$ cat src/rtl/router_pkg.sv
// Shared types and constants for the 1x3 router input-path controller.
package router_pkg;

    localparam int ADDR_W   = 2;
    localparam int NUM_DEST = 3;
    localparam logic [ADDR_W-1:0] INVALID_ADDR = 2'b11;

    typedef enum logic [2:0] {
        DECODE_ADDRESS     = 3'd0,
        LOAD_FIRST_DATA    = 3'd1,
        LOAD_DATA          = 3'd2,
        LOAD_PARITY        = 3'd3,
        FIFO_FULL_STATE    = 3'd4,
        LOAD_AFTER_FULL    = 3'd5,
        WAIT_TILL_EMPTY    = 3'd6,
        CHECK_PARITY_ERROR = 3'd7
    } state_t;

    // Out-of-range addresses select nothing, so they read back as 0.
    function automatic logic sel_bit(input logic [NUM_DEST-1:0] vec,
                                     input logic [ADDR_W-1:0]   addr);
        logic r;
        r = 1'b0;
        for (int i = 0; i < NUM_DEST; i++) begin
            if (int'(addr) == i) r = vec[i];
        end
        return r;
    endfunction

    function automatic logic addr_valid(input logic [ADDR_W-1:0] addr);
        return int'(addr) < NUM_DEST;
    endfunction

endpackage

$ cat src/rtl/router_fsm_if.sv
// Handshake bundle between the input port / register block / synchronizer and router_fsm.
interface router_fsm_if;
    import router_pkg::*;

    logic              pkt_valid;
    logic [ADDR_W-1:0] din;
    logic              parity_done;
    logic              low_pkt_valid;
    logic              fifo_full;
    logic              fifo_empty_0;
    logic              fifo_empty_1;
    logic              fifo_empty_2;
    logic              soft_reset_0;
    logic              soft_reset_1;
    logic              soft_reset_2;

    logic              detect_addr;
    logic              lfd_state;
    logic              ld_state;
    logic              laf_state;
    logic              full_state;
    logic              write_enb_reg;
    logic              rst_int_reg;
    logic              busy;

    modport master (
        output pkt_valid, din, parity_done, low_pkt_valid, fifo_full,
               fifo_empty_0, fifo_empty_1, fifo_empty_2,
               soft_reset_0, soft_reset_1, soft_reset_2,
        input  detect_addr, lfd_state, ld_state, laf_state, full_state,
               write_enb_reg, rst_int_reg, busy
    );

    modport slave (
        input  pkt_valid, din, parity_done, low_pkt_valid, fifo_full,
               fifo_empty_0, fifo_empty_1, fifo_empty_2,
               soft_reset_0, soft_reset_1, soft_reset_2,
        output detect_addr, lfd_state, ld_state, laf_state, full_state,
               write_enb_reg, rst_int_reg, busy
    );

endinterface

$ cat src/rtl/router_fsm.sv
// Packet-level Moore controller for the router input path: header decode, payload load,
// full-FIFO pause, parity check. All outputs decode directly from the state register.
//
// state              | meaning
// DECODE_ADDRESS     | idle, waiting for header; synchronizer latches din
// WAIT_TILL_EMPTY    | header addressed a non-empty FIFO; hold source
// LOAD_FIRST_DATA    | header byte written
// LOAD_DATA          | payload bytes streaming into FIFO
// FIFO_FULL_STATE    | destination full; writes blocked
// LOAD_AFTER_FULL    | write the byte held while full, then resume
// LOAD_PARITY        | parity byte written
// CHECK_PARITY_ERROR | register block compares parity and clears internals
module router_fsm
    import router_pkg::*;
(
    input logic         clk,
    input logic         rst,
    router_fsm_if.slave bus
);

    state_t            state, state_nxt;
    logic [ADDR_W-1:0] addr_q;
    logic [NUM_DEST-1:0] empty_vec;
    logic [NUM_DEST-1:0] srst_vec;

    assign empty_vec = {bus.fifo_empty_2, bus.fifo_empty_1, bus.fifo_empty_0};
    assign srst_vec  = {bus.soft_reset_2, bus.soft_reset_1, bus.soft_reset_0};

    always_ff @(posedge clk) begin
        if (rst) begin
            state  <= DECODE_ADDRESS;
            addr_q <= '0;
        end else begin
            state <= state_nxt;
            if (state == DECODE_ADDRESS && bus.pkt_valid) addr_q <= bus.din;
        end
    end

    always_comb begin
        state_nxt = state;
        // Timeout soft reset of the active destination aborts the packet from any busy state.
        if (state != DECODE_ADDRESS && sel_bit(srst_vec, addr_q)) begin
            state_nxt = DECODE_ADDRESS;
        end else begin
            case (state)
                DECODE_ADDRESS: begin
                    if (bus.pkt_valid && addr_valid(bus.din)) begin
                        state_nxt = sel_bit(empty_vec, bus.din) ? LOAD_FIRST_DATA
                                                                : WAIT_TILL_EMPTY;
                    end
                end
                WAIT_TILL_EMPTY: begin
                    if (sel_bit(empty_vec, addr_q)) state_nxt = LOAD_FIRST_DATA;
                end
                LOAD_FIRST_DATA: state_nxt = LOAD_DATA;
                LOAD_DATA: begin
                    if (bus.fifo_full)       state_nxt = FIFO_FULL_STATE;
                    else if (!bus.pkt_valid) state_nxt = LOAD_PARITY;
                end
                FIFO_FULL_STATE: begin
                    if (!bus.fifo_full) state_nxt = LOAD_AFTER_FULL;
                end
                LOAD_AFTER_FULL: begin
                    if (bus.parity_done)        state_nxt = DECODE_ADDRESS;
                    else if (bus.low_pkt_valid) state_nxt = LOAD_PARITY;
                    else                        state_nxt = LOAD_DATA;
                end
                LOAD_PARITY: state_nxt = CHECK_PARITY_ERROR;
                CHECK_PARITY_ERROR: begin
                    state_nxt = bus.fifo_full ? FIFO_FULL_STATE : DECODE_ADDRESS;
                end
                default: state_nxt = DECODE_ADDRESS;
            endcase
        end
    end

    assign bus.detect_addr   = (state == DECODE_ADDRESS);
    assign bus.lfd_state     = (state == LOAD_FIRST_DATA);
    assign bus.ld_state      = (state == LOAD_DATA);
    assign bus.laf_state     = (state == LOAD_AFTER_FULL);
    assign bus.full_state    = (state == FIFO_FULL_STATE);
    assign bus.rst_int_reg   = (state == CHECK_PARITY_ERROR);
    assign bus.write_enb_reg = (state == LOAD_DATA) || (state == LOAD_AFTER_FULL) ||
                               (state == LOAD_PARITY);
    assign bus.busy          = !((state == DECODE_ADDRESS) || (state == LOAD_DATA));

endmodule

$ cat src/flat_wrapper.sv
// flat-port wrapper written by rule: the top's interface ports become plain ports
module router_fsm_flat import router_pkg::*;
  (clk, rst, bus_pkt_valid, bus_din, bus_parity_done, bus_low_pkt_valid, bus_fifo_full, bus_fifo_empty_0, bus_fifo_empty_1, bus_fifo_empty_2, bus_soft_reset_0, bus_soft_reset_1, bus_soft_reset_2, bus_detect_addr, bus_lfd_state, bus_ld_state, bus_laf_state, bus_full_state, bus_write_enb_reg, bus_rst_int_reg, bus_busy);
  router_fsm_if bus_i ();
  input logic clk;
  input logic rst;
  input wire logic [$bits(bus_i.pkt_valid)-1:0] bus_pkt_valid;
  input wire logic [$bits(bus_i.din)-1:0] bus_din;
  input wire logic [$bits(bus_i.parity_done)-1:0] bus_parity_done;
  input wire logic [$bits(bus_i.low_pkt_valid)-1:0] bus_low_pkt_valid;
  input wire logic [$bits(bus_i.fifo_full)-1:0] bus_fifo_full;
  input wire logic [$bits(bus_i.fifo_empty_0)-1:0] bus_fifo_empty_0;
  input wire logic [$bits(bus_i.fifo_empty_1)-1:0] bus_fifo_empty_1;
  input wire logic [$bits(bus_i.fifo_empty_2)-1:0] bus_fifo_empty_2;
  input wire logic [$bits(bus_i.soft_reset_0)-1:0] bus_soft_reset_0;
  input wire logic [$bits(bus_i.soft_reset_1)-1:0] bus_soft_reset_1;
  input wire logic [$bits(bus_i.soft_reset_2)-1:0] bus_soft_reset_2;
  output wire logic [$bits(bus_i.detect_addr)-1:0] bus_detect_addr;
  output wire logic [$bits(bus_i.lfd_state)-1:0] bus_lfd_state;
  output wire logic [$bits(bus_i.ld_state)-1:0] bus_ld_state;
  output wire logic [$bits(bus_i.laf_state)-1:0] bus_laf_state;
  output wire logic [$bits(bus_i.full_state)-1:0] bus_full_state;
  output wire logic [$bits(bus_i.write_enb_reg)-1:0] bus_write_enb_reg;
  output wire logic [$bits(bus_i.rst_int_reg)-1:0] bus_rst_int_reg;
  output wire logic [$bits(bus_i.busy)-1:0] bus_busy;
  assign bus_i.pkt_valid = bus_pkt_valid;
  assign bus_i.din = bus_din;
  assign bus_i.parity_done = bus_parity_done;
  assign bus_i.low_pkt_valid = bus_low_pkt_valid;
  assign bus_i.fifo_full = bus_fifo_full;
  assign bus_i.fifo_empty_0 = bus_fifo_empty_0;
  assign bus_i.fifo_empty_1 = bus_fifo_empty_1;
  assign bus_i.fifo_empty_2 = bus_fifo_empty_2;
  assign bus_i.soft_reset_0 = bus_soft_reset_0;
  assign bus_i.soft_reset_1 = bus_soft_reset_1;
  assign bus_i.soft_reset_2 = bus_soft_reset_2;
  assign bus_detect_addr = bus_i.detect_addr;
  assign bus_lfd_state = bus_i.lfd_state;
  assign bus_ld_state = bus_i.ld_state;
  assign bus_laf_state = bus_i.laf_state;
  assign bus_full_state = bus_i.full_state;
  assign bus_write_enb_reg = bus_i.write_enb_reg;
  assign bus_rst_int_reg = bus_i.rst_int_reg;
  assign bus_busy = bus_i.busy;
  router_fsm u_core (.clk(clk), .rst(rst), .bus(bus_i));
endmodule
$ cat config.mk
export PLATFORM = sky130hd
export DESIGN_NAME = router_fsm_flat
export DESIGN_NICKNAME = d
export VERILOG_FILES = /design/src/rtl/router_pkg.sv /design/src/rtl/router_fsm_if.sv /design/src/rtl/router_fsm.sv /design/src/flat_wrapper.sv
export SDC_FILE = /design/constraint.sdc
export NUM_CORES = 1
export LEC_CHECK = 0
export ABC_AREA = 1
export BUFFER_PORTS_ARGS = -buffer_cell sky130_fd_sc_hd__buf_2
export CAP_MARGIN = 30
export CELL_PAD_IN_SITES_DETAIL_PLACEMENT = 1
export CELL_PAD_IN_SITES_GLOBAL_PLACEMENT = 1
export CORE_UTILIZATION = 27
export CTS_CLUSTER_SIZE = 14
export DETAILED_ROUTE_END_ITERATION = 8
export PLACE_DENSITY = 0.81
export SKIP_LAST_GASP = 1
export SYNTH_ARGS = -nofsm -noshare
export SYNTH_HDL_FRONTEND = slang
export SYNTH_SLANG_ARGS = --single-unit
$ cat constraint.sdc
create_clock -name clk -period 1 [get_ports clk]
set_input_delay 0.2 -clock clk [delete_from_list [all_inputs] [get_ports clk]]
set_output_delay 0.2 -clock clk [all_outputs]
set_load 0.1 [all_outputs]
# After elaboration in Yosys (flattened, before gate mapping)
# Cells that the tools add are included.
[word_totals]
register_bits = 5
input_bits = 14
out_inout_bits = 8
wordCells = 55
[classes]
magnitude_cmp = 1
n_eq_ne = 15
mux = 24
n_reduce_logical = 13
[op_table]
columns = ["op", "count"]
rows = [
  ["$mux 3", 8],
  ["$pmux 3 s8", 1],
  ["$mux 1", 15],
  ["$eq 3x3->1 const B", 4],
  ["$eq 2x2->1 const B", 4],
  ["$eq 3x2->1 const B", 2],
  ["$logic_not 2->1", 2],
  ["$ne 2x1->1 const B", 2],
  ["$reduce_and 4->1", 1],
  ["$eq 3x1->1 const B", 1],
  ["$logic_and 1x1->1", 3],
  ["$logic_not 3->1", 1],
  ["$logic_or 1x1->1", 3],
  ["$ne 3x3->1 const B", 1],
  ["$reduce_bool 3->1", 1],
  ["$lt 2x2->1 const B", 1],
  ["$ne 2x2->1 const B", 1],
  ["$reduce_or 2->1", 1],
  ["$logic_not 1->1", 1],
]

# Logic depth before layout (Yosys ltp)
# Gate-level depths: netlist (run 1).
[logic_depth]
depth_word = 10
mapped_depth = 10
mapped_depth_nobuf = 9

# Worst setup path after synthesis (run 1)
# No wires, ideal clock.
[synth_timing]
kind = "register to output"
from = "register u_core.state[1]"
to = "output bus_write_enb_reg"
arrival_time_ps = 2621
required_time_ps = 800
slack_ps = -1821
stages_incl_launch_ff = 4
path_buffers = 1
cell_sequence = "dfxtp_1 -> buf_6 -> inv_2 -> o21ai_0"
[synth_via]
elab_chain_len = 3
word_cells_on_any_way = 5
cone_classes = "eq/ne: 3; reduce/logical: 2"
[synth_lines]
columns = ["item", "line", "source"]
rows = [
  ["from (decl)", "router_fsm.sv:21", "state_t state, state_nxt;"],
  ["from (signal assigned)", "router_fsm.sv:34", "state <= state_nxt;"],
  ["$eq 3x2->1 / $eq 3x3->1 (equally long branches)", "router_fsm.sv:83", "assign bus.write_enb_reg = (state == LOAD_DATA) || (state == LOAD_AFTER_FULL) ||"],
  ["$logic_or 1x1->1", "router_fsm.sv:83", ""],
  ["$logic_or 1x1->1 (*)", "router_fsm.sv:83", ""],
  ["to (decl)", "flat_wrapper.sv:23", "output wire logic [$bits(bus_i.write_enb_reg)-1:0] bus_write_enb_reg;"],
]
# Mark *: on every way between the ends. The rest lies on a longest branch, timed or not.

# Final worst setup path (run 1)
[layout_timing]
from = "register u_core.state[0]"
to = "register u_core.state[1]"
[layout_via]
elab_chain_len = 3
word_cells_on_any_way = 17
cone_classes = "eq/ne: 11; mux: 1; reduce/logical: 5"
[layout_lines]
columns = ["item", "line", "source"]
rows = [
  ["$eq 3x2->1 (tied with other cells)", "router_fsm.sv:45", "case (state)"],
  ["$ne 3x3->1 (no source line) (tied with other cells)", "-", ""],
  ["$reduce_and 4->1 (no source line) / $reduce_or 2->1 (equally long branches)", "-", ""],
]
# Parallel ways exist; a longest one is shown, timed or not.
# A chain may end at the register's enable or synchronous reset.

==> results.md, run 1 <==
* Failing checks: negative setup slack
* Initial antenna violation count at 0
* Hold Path Class: input port to flip-flop
* Hold path start: rst
* Worst R2R End: u_core.state[1]
* Gate Count Post-Synth at 87
* Port bufs at 21
* Worst IR Drop VDD at 3.33 mV
* Site Rows at 15
* Buffers & Inverters on Critical Path at 6
* Global-route wire length before repair at 3960 µm
* Seq pwr share at 9.2%
* Worst relative slew slack at 72.8%
* Reg2Reg Depth at 11
* Max Cap Viol at 0
* WS Path Type: flip-flop to flip-flop
* Worst Skew at 0.00547 ns
* Crit path max-delay cell type: dfxtp_4
* Overall routing resource usage at 27.5%
* Syn_nets at 101
* Required @ worst endpoint at 1.19 ns
* Sw Pwr at 2.78 mW
* Fmax at 0.688 GHz
* Worst-skew pair later-pin latency at 0.25 ns
* Share of the yosys chip area belonging to registers at 19.0%
* Crit path max-delay family: buffers and inverters
* Placed cell area at 992 µm²
* Clk buf depth at 2
* PD cells at 4110 nW/µm²
* Routed len/inst at 19.7 µm
* Pin count of the biggest net entering global routing at 7
* Yosys cell types at 18
* Finish-stage setup viols at 13
* Area grow syn2layout at 127%
* Final cell count without fillers at 160
* Combinational power share at 85.7%
* Leakage Power at 0.542 nW
* Int Pwr at 2.13 mW
* GPL Wtd Cong at 0.783
* Pre-antenna DRT Iters at 4
* Mean Syn Cell Area at 6.04 µm²
* Worst r2r src: u_core.state[0]
* CTS tree: yes
* Endpoint class of the critical path: flip-flop
* Arr. time, crit path at 1.64 ns
* Hold Crit Depth at 2
* Hold Buf Count CTS at 0
* Post-DP HPWL at 1790 µm
* Total gr overflow at 0
* Final Slew Violations at 0
* Clock Root Buffer: clkbuf_4
* Slew at the pin closest to its max-slew limit at 0.403 ns
* Final WL at 3150 µm
* Synth Register Bits at 5
* Final Critical Period at 1.45 ns
* Synthesized area at 526 µm²
* Cell Chain, Critical Path: buf_8, clkinv_8, nand2_8, nor2_8, buf_12, inv_6, a21oi_4, inv_2, nor2_2, nand2_1, inv_1
* # nets final at 150
* Share of cells above drive strength 1 at 62.2%
* Worst-path maximum fanout at 4
* Routed Antenna Nets at 0
* Die area at 2130 µm²
* Synth Warn # at 0
* # H-tree levels at 1
* ANT cells at 0
* Final instance area at 1190 µm²
* Via density at 5.19
* Num CTS Buffers at 3
* PnR worst setup slack at -0.454 ns
* CTS Sinks at 5
* I/O pins at 22
* Status: finished with violations
* Die width at 46.1 µm
* Worst Hold Endpoint: u_core.addr_q[1]
* Slowest Stage Delay on Critical Path at 0.36 ns
* Tcrit/Tclk final at 145%
* Power share of the clock group at 5.0%
* Initial Utilization at 29.5%
* RSZ-0062 raised after global routing: true
* Endpoints failing hold at 0
* Die height at 46.1 µm
* Register-to-register setup slack at -0.45 ns
* 1st-iter DRT viols at 10
* Total number of vias at 830
* Clock-pin slew on the worst setup and hold paths at 0.05 ns
* Number of global-route vias before repair at 878
* Sw frac at 56.6%
* DRC errors left at 0
* Startpoint Class: flip-flop
* Filler cells at 213
* Core outline area at 1780 µm²
* Cell Count Post-Placement at 150
cell usage in the layout, fill, tap and decap left out, types with 2 or more instances in the layout:
cell type / synthesis / routed
nand3_2: 0 / 3
buf_2: 0 / 13
o21ai_0: 4 / 2
dfxtp_4: 0 / 3
nand2_2: 0 / 3
nand3_4: 0 / 2
nor2_2: 3 / 2
nand3_1: 17 / 12
inv_2: 3 / 2
buf_6: 3 / 6
inv_1: 9 / 7
clkinvlp_4: 0 / 2
dfxtp_1: 5 / 2
buf_4: 0 / 17
nor2_1: 16 / 11
clkbuf_4: 0 / 3
nand2_1: 15 / 11
nor2_4: 0 / 6
buf_12: 0 / 10
kinds of logic after synthesis:
kind of cell | Yosys count | synth area share (%)
simple gates | 57 | 51.9
buf+inv | 17 | 17.9
compound gates | 8 | 11.2
flops | 5 | 19.0
power by group through the flow:
| stage | combinational (mW) | clock (mW) | sequential, mW |
|---|---|---|---|
| after CTS | 3.83 | 0.243 | 0.411 |
| after floorplan | 2.29 | 0 | 0.318 |
| after detailed placement | 3.44 | 0 | 0.372 |
| final | 4.21 | 0.248 | 0.453 |
| after global routing | 4.34 | 0.259 | 0.460 |
| after global placement | 3.31 | 0 | 0.368 |
worst reg2reg max path: stages, from the launching register on:
cell      delay, ns
dfxtp_4        0.36
buf_8          0.14
clkinv_8       0.06
nand2_8        0.07
nor2_8         0.14
buf_12         0.12
inv_6          0.03
a21oi_4        0.13
inv_2          0.08
nor2_2         0.11
nand2_1        0.08
inv_1          0.07
worst max-delay path by stage:
stage / startpoint / endpoint / slack, ns / cells after the start
6_report: u_core.state[0] / u_core.state[1] / -0.45 / 11
5_1_grt: u_core.state[0] / u_core.state[1] / -0.49 / 11
4_1_cts: u_core.state[0] / bus_detect_addr / -0.39 / 5
3_5_place_dp: u_core.state[0] / u_core.state[1] / -0.39 / 8
3_3_place_gp: u_core.state[2] / u_core.state[1] / -0.25 / 6
2_1_floorplan: u_core.state[0] / u_core.state[2] / -0.51 / 8
state kept, by name (all words and copies together) (netlist names):
name	cells
u_core.addr_q	2
u_core.state	3
per-layer routing:
| metal | share of wire (%) | global-route usage (%) | vias up | wire length (µm) |
|---|---|---|---|---|
| li1 | - | - | 376 | - |
| met1 | 35 | 25.5 | 401 | 1110 |
| met2 | 55 | 53.8 | 39 | 1750 |
| met3 | 4.2 | 7.45 | 14 | 132 |
| met4 | 4.9 | 12.9 | 0 | 154 |
| met5 | 0 | 0 | - | 0 |
synthesized netlist by cell type:
master / number / area [µm²]
a211oi_1: 2 / 15.0
a21oi_4: 1 / 16.3
buf_6: 3 / 33.8
clkinv_4: 1 / 8.76
dfxtp_1: 5 / 100
inv_1: 9 / 33.8
inv_2: 3 / 11.3
inv_4: 1 / 6.26
nand2_1: 15 / 56.3
nand2_4: 1 / 11.3
nand3_1: 17 / 85.1
nand4_1: 1 / 6.26
nor2_1: 16 / 60.1
nor2_2: 3 / 18.8
nor2_8: 1 / 20.0
nor3_1: 3 / 15.0
o21ai_0: 4 / 20.0
o21bai_1: 1 / 7.51
final cells by class:
cell class	instances	area (µm²)	area share (%)
Clock buffer	4	26.3	2.20
Inverter	14	80.1	6.70
Multi-Input combinational cell	65	470	39.4
Sequential cell	5	111	9.32
Tap cell	25	31.3	2.62
Timing Repair Buffer	47	475	39.8
timing repair:
item	4_1_cts	5_1_grt
pin swaps	6	11
buffers inserted	4	2
endpoints found under the hold margin	0	0
gates resized for setup	15	17
setup endpoints to repair	13	13
through the flow:
stage	total power, mW	TNS (ns)	hold WS [ns]	utilization [%]	setup WS, ns
final	4.91	-4.94	0.189	67.0	-0.454
after global routing	5.06	-5.34	0.192	67.0	-0.492
after CTS	4.48	-4.47	0.187	62.3	-0.395
after detailed placement	3.81	-2.91	0.447	55.6	-0.392
after global placement	3.68	-2.38	0.439	55.6	-0.251
after floorplan	2.61	-4.45	0.273	-	-0.507
Power figures use the tool's default switching activity.
==> run 2, diff against run 1 <==
==> constraint.sdc (replaced) <==
create_clock -name clk -period 1.2 [get_ports clk]
set_input_delay 0.24 -clock clk [delete_from_list [all_inputs] [get_ports clk]]
set_output_delay 0.24 -clock clk [all_outputs]
set_load 0.1 [all_outputs]
==> results.md, run 2 (synthesis gave the netlist of run 1 again) <==
* Required @ worst endpoint at 0.96 ns
* I/O pins at 22
* Largest register FFs at 3
* Tcrit/Tclk final at 119%
* Routed len/inst at 14.3 µm
* Die height at 46.1 µm
* Fmax at 0.699 GHz
* Routed Antenna Nets at 0
* Final WL at 2140 µm
* Number of global-route vias before repair at 737
* Overall routing resource usage at 22.4%
* DRC errors left at 0
* Area grow syn2layout at 104%
* Crit path max-delay family: flip-flops
* Hold slack at 0.228 ns
* RSZ-0062 raised after global routing: true
* Reg2Reg Depth at 11
* Initial antenna violation count at 0
* # H-tree levels at 1
* Filler cells at 228
* Leakage Power at 0.487 nW
* Largest regs: u_core.state x3, u_core.addr_q x2
* Crit path max-delay cell type: dfxtp_4
* Clk buf depth at 2
* Finish-stage setup viols at 11
* Worst Skew at 0.000490 ns
* Slew at the pin closest to its max-slew limit at 0.222 ns
* Clock Root Buffer: clkbuf_4
* Final Critical Period at 1.43 ns
* Worst IR Drop VDD at 2.52 mV
* Total gr overflow at 0
* Hold Path Class: input port to flip-flop
* Endpoint class of the critical path: output port
* Via density at 4.73
* Failing checks: negative setup slack
* Max Cap Viol at 0
* Post-DP HPWL at 1760 µm
* Register-to-register setup slack at -0.13 ns
* 1st-iter DRT viols at 5
* TNS Setup at -1.85 ns
* Startpoint Class: flip-flop
* Multi-input combinational cell area at 443 µm²
* Slowest Stage Delay on Critical Path at 0.37 ns
* Global-route wire length before repair at 3220 µm
* Cell Chain, Critical Path: inv_4, nand3_2, o21ai_4, buf_12
* Core outline area at 1780 µm²
* Clock-pin slew on the worst setup and hold paths at 0.05 ns
* Endpoints failing hold at 0
* Reg area at 109 µm²
* Hold path start: rst
* Worst-path maximum fanout at 5
* # nets final at 140
* Worst relative slew slack at 85.1%
* Worst R2R End: u_core.state[1]
* Num CTS Buffers at 3
* Die width at 46.1 µm
* Port bufs at 21
* Status: finished with violations
* Share of cells above drive strength 1 at 57.6%
* Worst r2r src: u_core.state[0]
* Worst Hold Endpoint: u_core.addr_q[0]
* Initial Utilization at 29.5%
* Register with the most flip-flops: u_core.state
* Most frequent cells in the layout: 13 x nand2_1, 13 x nand3_1, 13 x buf_2
* Pin count of the biggest net entering global routing at 6
* Die area at 2130 µm²
* Hold Crit Depth at 2
* PD cells at 3450 nW/µm²
* Fin util at 60.1%
* GPL Wtd Cong at 0.803
* Pre-antenna DRT Iters at 4
* CTS Sinks at 5
* Buffers & Inverters on Critical Path at 2
* Arr. time, crit path at 1.19 ns
* Final instance area at 1070 µm²
* Site Rows at 15
* ANT cells at 0
* Placed cell area at 940 µm²
* CTS tree: yes
* Worst-skew pair later-pin latency at 0.25 ns
* Final Slew Violations at 0
* PnR worst setup slack at -0.231 ns
* Total number of vias at 709
* Worst slack, placed at -0.223 ns
* WS Path Type: flip-flop to output port
[run 2: how the worst max path moves through the flow]
| stage | start | to | slack (ns) | cells past startpoint |
|---|---|---|---|---|
| after floorplan | u_core.state[0] | u_core.state[2] | -0.31 | 8 |
| after global placement | u_core.state[1] | u_core.state[1] | -0.16 | 7 |
| after detailed placement | u_core.state[1] | u_core.state[1] | -0.22 | 7 |
| after CTS | u_core.state[1] | bus_write_enb_reg | -0.22 | 4 |
| after global routing | u_core.state[1] | bus_write_enb_reg | -0.26 | 4 |
| final | u_core.state[1] | bus_write_enb_reg | -0.23 | 4 |
[run 2: through the flow]
step | total power [mW] | std cells
finish | 3.70 | 150
global route | 3.87 | 150
CTS | 3.57 | 149
detailed placement | 3.14 | 143
global placement | 3.06 | 143
floorplan | 2.17 | 87
[run 2: layout make-up]
| class | count | area share [%] |
|---|---|---|
| clock buffers | 4 | 2.45 |
| inverters | 14 | 7.24 |
| multi-input cells | 65 | 41.4 |
| flip-flops and latches | 5 | 10.2 |
| well taps | 25 | 2.92 |
| repair buffers | 37 | 35.9 |
[run 2: routing by layer]
metal	part of all wire [%]	up-vias	track usage [%]
li1	-	357	-
met1	39	318	23.0
met2	53	27	39.7
met3	3.1	7	3.92
met4	4.3	0	17.1
met5	0	-	0
[run 2: what timing repair did]
action / in CTS / in global routing
gates resized for setup: 15 / 9
setup buffers: 2 / 1
endpoints found under the setup margin: 11 / 13
pin swaps: 5 / 5
hold buffers: 0 / 0
[run 2: power by group]
part	switching (mW)	total (mW)	internal [mW]	leakage, nW
Sequential	0.104	0.357	0.253	0.0430
Combinational	1.87	3.13	1.26	0.429
Clock	0.0814	0.208	0.127	0.0150
